==> src/rtl/mc_alu.sv <==
// Multi-cycle ALU: AND/OR/ADD/SUB/SLT/NE finish in 1 cycle, MUL/DIVU/REMU finish in WIDTH+1 cycles.
// Accepts one request at a time; ready_o is low from accept until the result pulse ends, and requests are not queued.
module mc_alu #(
   parameter int WIDTH = 32
) (
   input  logic             clk_i,
   input  logic             rst_i,
   input  logic [WIDTH-1:0] src1_i,
   input  logic [WIDTH-1:0] src2_i,
   input  logic [3:0]       ctrl_i,
   input  logic             valid_i,
   output logic             ready_o,
   output logic             valid_o,
   output logic [WIDTH-1:0] result_o,
   output logic             zero_o,
   output logic             ovf_o
);

   localparam int CW = $clog2(WIDTH + 1);

   localparam logic [3:0] OP_AND  = 4'b0000;
   localparam logic [3:0] OP_OR   = 4'b0001;
   localparam logic [3:0] OP_ADD  = 4'b0010;
   localparam logic [3:0] OP_SUB  = 4'b0110;
   localparam logic [3:0] OP_SLT  = 4'b0111;
   localparam logic [3:0] OP_MUL  = 4'b1011;
   localparam logic [3:0] OP_NE   = 4'b1100;
   localparam logic [3:0] OP_DIVU = 4'b1101;
   localparam logic [3:0] OP_REMU = 4'b1110;

   typedef enum logic [1:0] {IDLE, EXEC, DONE} state_t;

   state_t           state;
   logic [3:0]       ctrl_q;
   logic [CW-1:0]    cnt;
   logic [WIDTH-1:0] acc;   // product accumulator / partial remainder
   logic [WIDTH-1:0] sh;    // shifted multiplicand / dividend becoming quotient
   logic [WIDTH-1:0] opb;   // shifted multiplier / divisor

   logic [WIDTH-1:0] sum, diff, imm_res;
   logic             imm_ovf, is_multi;

   always_comb begin
      sum     = src1_i + src2_i;
      diff    = src1_i - src2_i;
      imm_res = '0;
      imm_ovf = 1'b0;
      case (ctrl_i)
         OP_AND: imm_res = src1_i & src2_i;
         OP_OR:  imm_res = src1_i | src2_i;
         OP_ADD: begin
            imm_res = sum;
            imm_ovf = (src1_i[WIDTH-1] == src2_i[WIDTH-1]) && (sum[WIDTH-1] != src1_i[WIDTH-1]);
         end
         OP_SUB: begin
            imm_res = diff;
            imm_ovf = (src1_i[WIDTH-1] != src2_i[WIDTH-1]) && (diff[WIDTH-1] != src1_i[WIDTH-1]);
         end
         OP_SLT: imm_res[0] = $signed(src1_i) < $signed(src2_i);
         OP_NE:  imm_res[0] = src1_i != src2_i;
         default: imm_res = '0;
      endcase
      is_multi = (ctrl_i == OP_MUL) || (ctrl_i == OP_DIVU) || (ctrl_i == OP_REMU);
   end

   logic [WIDTH-1:0] acc_mul, rem_nxt, quo_nxt;
   logic [WIDTH:0]   shifted, trial;

   // One shift-add step for MUL and one restoring step for DIVU/REMU, evaluated in parallel.
   always_comb begin
      acc_mul = opb[0] ? acc + sh : acc;
      shifted = {acc, sh[WIDTH-1]};
      trial   = shifted - {1'b0, opb};
      rem_nxt = trial[WIDTH] ? shifted[WIDTH-1:0] : trial[WIDTH-1:0];
      quo_nxt = {sh[WIDTH-2:0], ~trial[WIDTH]};
   end

   assign ready_o = (state == IDLE);

   always_ff @(posedge clk_i or posedge rst_i) begin
      if (rst_i) begin
         state    <= IDLE;
         ctrl_q   <= '0;
         cnt      <= '0;
         acc      <= '0;
         sh       <= '0;
         opb      <= '0;
         valid_o  <= 1'b0;
         result_o <= '0;
         zero_o   <= 1'b0;
         ovf_o    <= 1'b0;
      end else begin
         valid_o <= 1'b0;
         case (state)
            IDLE: begin
               if (valid_i) begin
                  ctrl_q <= ctrl_i;
                  if (is_multi) begin
                     state <= EXEC;
                     cnt   <= CW'(WIDTH);
                     acc   <= '0;
                     sh    <= src1_i;
                     opb   <= src2_i;
                  end else begin
                     state    <= DONE;
                     valid_o  <= 1'b1;
                     result_o <= imm_res;
                     zero_o   <= (imm_res == '0);
                     ovf_o    <= imm_ovf;
                  end
               end
            end
            EXEC: begin
               cnt <= cnt - CW'(1);
               if (ctrl_q == OP_MUL) begin
                  acc <= acc_mul;
                  sh  <= sh << 1;
                  opb <= opb >> 1;
               end else begin
                  acc <= rem_nxt;
                  sh  <= quo_nxt;
               end
               if (cnt == CW'(1)) begin
                  state   <= DONE;
                  valid_o <= 1'b1;
                  ovf_o   <= 1'b0;
                  if (ctrl_q == OP_MUL) begin
                     result_o <= acc_mul;
                     zero_o   <= (acc_mul == '0);
                  end else if (ctrl_q == OP_DIVU) begin
                     result_o <= quo_nxt;
                     zero_o   <= (quo_nxt == '0);
                  end else begin
                     result_o <= rem_nxt;
                     zero_o   <= (rem_nxt == '0);
                  end
               end
            end
            DONE: state <= IDLE;
            default: state <= IDLE;
         endcase
      end
   end

endmodule
==> config.mk <==
export PLATFORM = sky130hd
export DESIGN_NAME = mc_alu
export DESIGN_NICKNAME = d
export VERILOG_FILES = /design/src/rtl/mc_alu.sv
export SDC_FILE = /design/constraint.sdc
export NUM_CORES = 1
export LEC_CHECK = 0
export CAP_MARGIN = 20
export CORE_MARGIN = 2
export CORE_UTILIZATION = 46
export DETAILED_ROUTE_END_ITERATION = 12
export MAX_ROUTING_LAYER = met4
export PLACE_DENSITY = 0.67
export SKIP_LAST_GASP = 1
export SYNTH_ARGS = -nofsm -noshare
export SYNTH_HDL_FRONTEND = slang
export SYNTH_SLANG_ARGS = --single-unit
==> constraint.sdc <==
create_clock -name clk_i -period 4.6 [get_ports clk_i]
set_input_delay 0.92 -clock clk_i [delete_from_list [all_inputs] [get_ports clk_i]]
set_output_delay 0.92 -clock clk_i [all_outputs]
set_load 0.02 [all_outputs]
# Word-level counts from Yosys, hierarchy flattened
# Index checks and enable logic that the tools add are counted.
# classes
addsub	5
n_lt_le_gt_ge	1
eq_ne	22
mux	44
bitwise	3
reduce_logical	16
# ops
cell	count
$mux W32	15
$pmux W32 S2	4
$logic_not A32 Y1	4
$pmux W31 S4	1
$add A32 B32 Y32	2
$sub A33 B32 Y33	1
$and A32 B32 Y32	1
$lt A32 B32 Y1	1
$ne A32 B32 Y1	1
$or A32 B32 Y32	1
$sub A32 B32 Y32	1
$eq A4 B4 Y1 const B	6
$mux W1	12
$mux W6	2
$pmux W6 S2	1
$eq A4 B3 Y1 const B	2
$ne A2 B2 Y1 const B	4
$pmux W1 S2	4
$reduce_and A4 Y1	2
$eq A6 B1 Y1 const B	1
$mux W2	3
$pmux W1 S6	1
$sub A6 B1 Y6 const B	1
$eq A4 B1 Y1 const B	1
14 further kinds	19
# totals
register_bits	143
in_bits	71
output_inout_bits	36
wordCells	101

# Depth between registers and ports, before layout
# depth
ltp_word	7
ltp_mapped	18
depth_no_buf	16

# Least setup slack after synthesis
# No wires, ideal clock.
# synth_timing
path_type	input -> register
from	in src2_i[1]
to	reg result_o[31]
setup_time_ns	0.104
t_arrival_ns	3.983
t_required_ns	4.496
setup_slack_ns	0.513
stages	13
path_buffers	0
cell_sequence	inv_1 ha_1 o21ba_2 or4_4 a2111oi_4 nor3_2 o41ai_4 a31o_2 nand2_1 a21oi_1 mux2_2 and3_1 a221oi_1
# synth_between
elab_chain_cells	5
elab_cells_between_ends	6
# synth_rtl
element	line	source
start: declaration	9	input logic [WIDTH-1:0] src2_i,
$sub A32 B32 Y32 / $add A32 B32 Y32 (equally long branches)	45, 44	
$pmux W31 S4 *	48	case (ctrl_i)
$mux W32 *	98	if (is_multi) begin
$mux W32 *	96	if (valid_i) begin
$pmux W32 S2 *	94	case (state)
end signal: assignment	107	result_o <= imm_res;
end signal: assignment	128	result_o <= acc_mul;
end signal: assignment	131	result_o <= quo_nxt;
end: declaration	14	output logic [WIDTH-1:0] result_o,
# Mark *: on every way between the ends. The rest lies on a longest branch, timed or not. The select of a mux whose other input is x is not followed.
# A chain may end at the register's enable or synchronous reset.

# Worst setup path in the final report
# layout_timing
from	in src2_i[3]
to	reg result_o[31]
# Same word-level chain as after synthesis.

==> reports/metrics.cfg <==
[status]
status=finished, final reports clean

[timing]
drv_slew=0
clock.fmax_ghz=0.2207
rsz0062_at_grt=true
finalWorstSetupSlack_ns=0.06811
hold_ws_ns=0.4889
period_needed_ns=4.532
fin_skew_ns=0.01221
slew_headroom=0.3331
setup_violations=0
finalCritPeriodShare=0.9852
finalHoldViolCount=0
tightestPinTransition_ns=1.000
fin_tns_setup_ns=0

[synthesis]
ys_ff_latch=143
synthArstFlopShare=1.000
synth_cells=2260
synth.distinct_cells=103
synth_warnings=0
yosysSeqAreaShare=0.2139
synthesis.nets=2499
syn_area_per_cell_um2=7.404
yosys_most_used_dff=dfrtp_1
synth_edf_count=0
syn_area_mm2=0.01673

[setup_path]
path_class=primary input to register
crit_required_ns=4.94
reg2reg_to=zero_o$_DFFE_PP0P_
cp-end-kind=register
arrival_ns=4.87
cp-endpoint=result_o[31]$_DFFE_PP0P_
crit_fanout=6
r2r_slack_ns=0.12
rr_startpoint=acc[0]$_DFFE_PP0P_
setup.worst_path.start_class=primary input
r2r_cells=15
startpoint=src2_i[3]

[finish]
layout-drive-gt1-share=0.1616
nNetsFinal=2781
fillers=3335
design_area_mm2=0.02093
final_cell_mix=nand2_1, buf_4, nor2_1, a21oi_1, inv_1
syn_to_final_growth_pct=25.07
multi_input_area_mm2=0.01211
seq_area_mm2=0.003578
layout_commonest_cell=nand2_1
diodes=0
utilization=0.5869
instances_no_fill=3016

[routing]
route.detailed.vias_per_inst=6.273
final_antenna_net_count=0
drtPass1Iterations=8
routed_wl_mm=68.84
num_vias=18920
wire_per_inst_um=22.82
drcViolationCount=0
drtIter0Drc=2251

[placed_design]
portBuffers=106
pre_cts_ws_ns=-0.4976
dp_hpwl_mm=55.07
dpl.cell_count=2982
place_congestion=0.9675
placed_area_mm2=0.02012

[global_routing]
grt_busiest_layer=met2
grt_pass1_wl_mm=105.1
grtUsageTotal=0.3657
antenna_found_initial=0
overflow=0
grtUsageMet2=0.5407
grt_max_degree=115
gr-usage-met3=0.03627
use_met1=0.5292
first_global_vias=17730

[pwr]
leakagePower_nw=9.523
vdd_ir_drop_max_mv=0.2814
power_per_cell_area_mw_per_mm2=498.0
fin_total_pwr_mw=10.42

[clock_network]
clock-root-buffer=clkbuf_16
cts_tree=built
cts_buffer_depth=2
cts.sinks=143
htree_num_levels=4
clk_pin_slew_worst_paths_ns=0.06
numCtsBuffers=17
clkLatencyLatePin_ns=0.43

[floorplanning]
core_mm2=0.03566
die_h_um=194.7
die_area_mm2=0.03792
num_rows=69
ioPinCount=107
start_util=0.4693
die_w_um=194.7

[min_path]
min_from=result_o[10]$_DFFE_PP0P_
hold_path.class=register to register

[flow_run]
maxCapViolCount=0

[worst max-delay path, stage by stage]
cell,delay (ns)
clkdlybuf4s50_1,0.49
inv_1,0.07
ha_1,0.35
or4_4,0.59
a2111oi_4,0.36
nor3_4,0.10
o41ai_4,0.49
buf_4,0.20
a31o_2,0.18
nand2_1,0.08
a21oi_2,0.19
mux2_2,0.36
and3_1,0.22
a221oi_2,0.26
[cell type report]
cell class / count / share of cell area
inverters: 173 / 0.03121
flip-flops and latches: 143 / 0.1710
well taps: 461 / 0.02756
repair buffers: 399 / 0.1599
clock inverters: 14 / 0.01094
clock buffers: 18 / 0.02099
multi-input cells: 1808 / 0.5784
[how the worst min path moves through the flow]
stage / to / slack [ns] / depth (start not counted)
finish: result_o[10]$_DFFE_PP0P_ / 0.49 / 2
global route: result_o[29]$_DFFE_PP0P_ / 0.53 / 2
CTS: result_o[10]$_DFFE_PP0P_ / 0.49 / 2
detailed placement: result_o[10]$_DFFE_PP0P_ / 0.48 / 2
global placement: result_o[25]$_DFFE_PP0P_ / 0.47 / 2
floorplan: cnt[0]$_DFFE_PP0P_ / 0.49 / 1
[Yosys cell counts, drive strengths merged (11+ instances only)]
master	number	area (um^2)
dfrtp	143	3578
nand3	40	205.2
and3	11	68.82
ha	164	2052
a222oi	12	120.1
or2	13	81.33
nand4	26	162.7
or4	11	86.33
nand2	304	1141
mux2i	48	480.5
a211oi	24	200.2
a221o	15	150.1
a31oi	74	469.2
and2	19	120.1
inv	172	645.6
o31ai	21	157.7
nor3	39	205.2
a21o	33	249.0
clkbuf	118	454.2
mux2	15	168.9
buf	18	120.1
o21ai	136	684.4
a22o	16	140.1
nand2b	16	100.1
o21a	13	97.59
xnor2	42	367.9
xor2	22	192.7
a221oi	23	207.7
o21bai	15	112.6
nor4	26	162.7
o221ai	23	201.4
a21oi	194	970.9
nor2b	19	118.9
nor2	210	798.3
o211ai	30	225.2
[cell families after synthesis]
kind of cell	Yosys count	synth area share
and+or+nand+nor	768	0.2117
xor gates and xnor gates	64	0.03350
buffers and inverters	309	0.07313
AOI/OAI and AO/OA	745	0.3016
DFF	143	0.2139
adders and majority gates	168	0.1274
muxes	63	0.03881
[what timing repair did]
| action | 4_1_cts | 5_1_grt |
|---|---|---|
| pin swaps | 0 | 12 |
| setup buffers | 0 | 2 |
| setup endpoints to repair | 1 | 5 |
| hold buffers | 0 | 0 |
| gates cloned | 0 | 0 |
| gates resized for setup | 2 | 28 |
[layer usage]
| metal | part of all wire | up-vias |
|---|---|---|
| met5 | 0 | - |
| met4 | 0.031 | 0 |
| met3 | 0.082 | 108 |
| met2 | 0.43 | 894 |
| met1 | 0.46 | 9125 |
| li1 | - | 8792 |
[report_power, final]
group / switching, mW / total, mW / internal, mW
sequential: 0.456 / 2.03 / 1.57
combinational: 4.06 / 6.81 / 2.76
clock: 0.596 / 1.58 / 0.988
[registers in the layout, indices dropped and copies added, names as in the netlist]
| signal | count |
|---|---|
| sh | 32 |
| ctrl_q | 4 |
| state | 2 |
| valid_o | 1 |
| zero_o | 1 |
| cnt | 6 |
| result_o | 32 |
| acc | 32 |
| ovf_o | 1 |
| opb | 32 |
No activity file was read; power rests on OpenSTA's default activity.
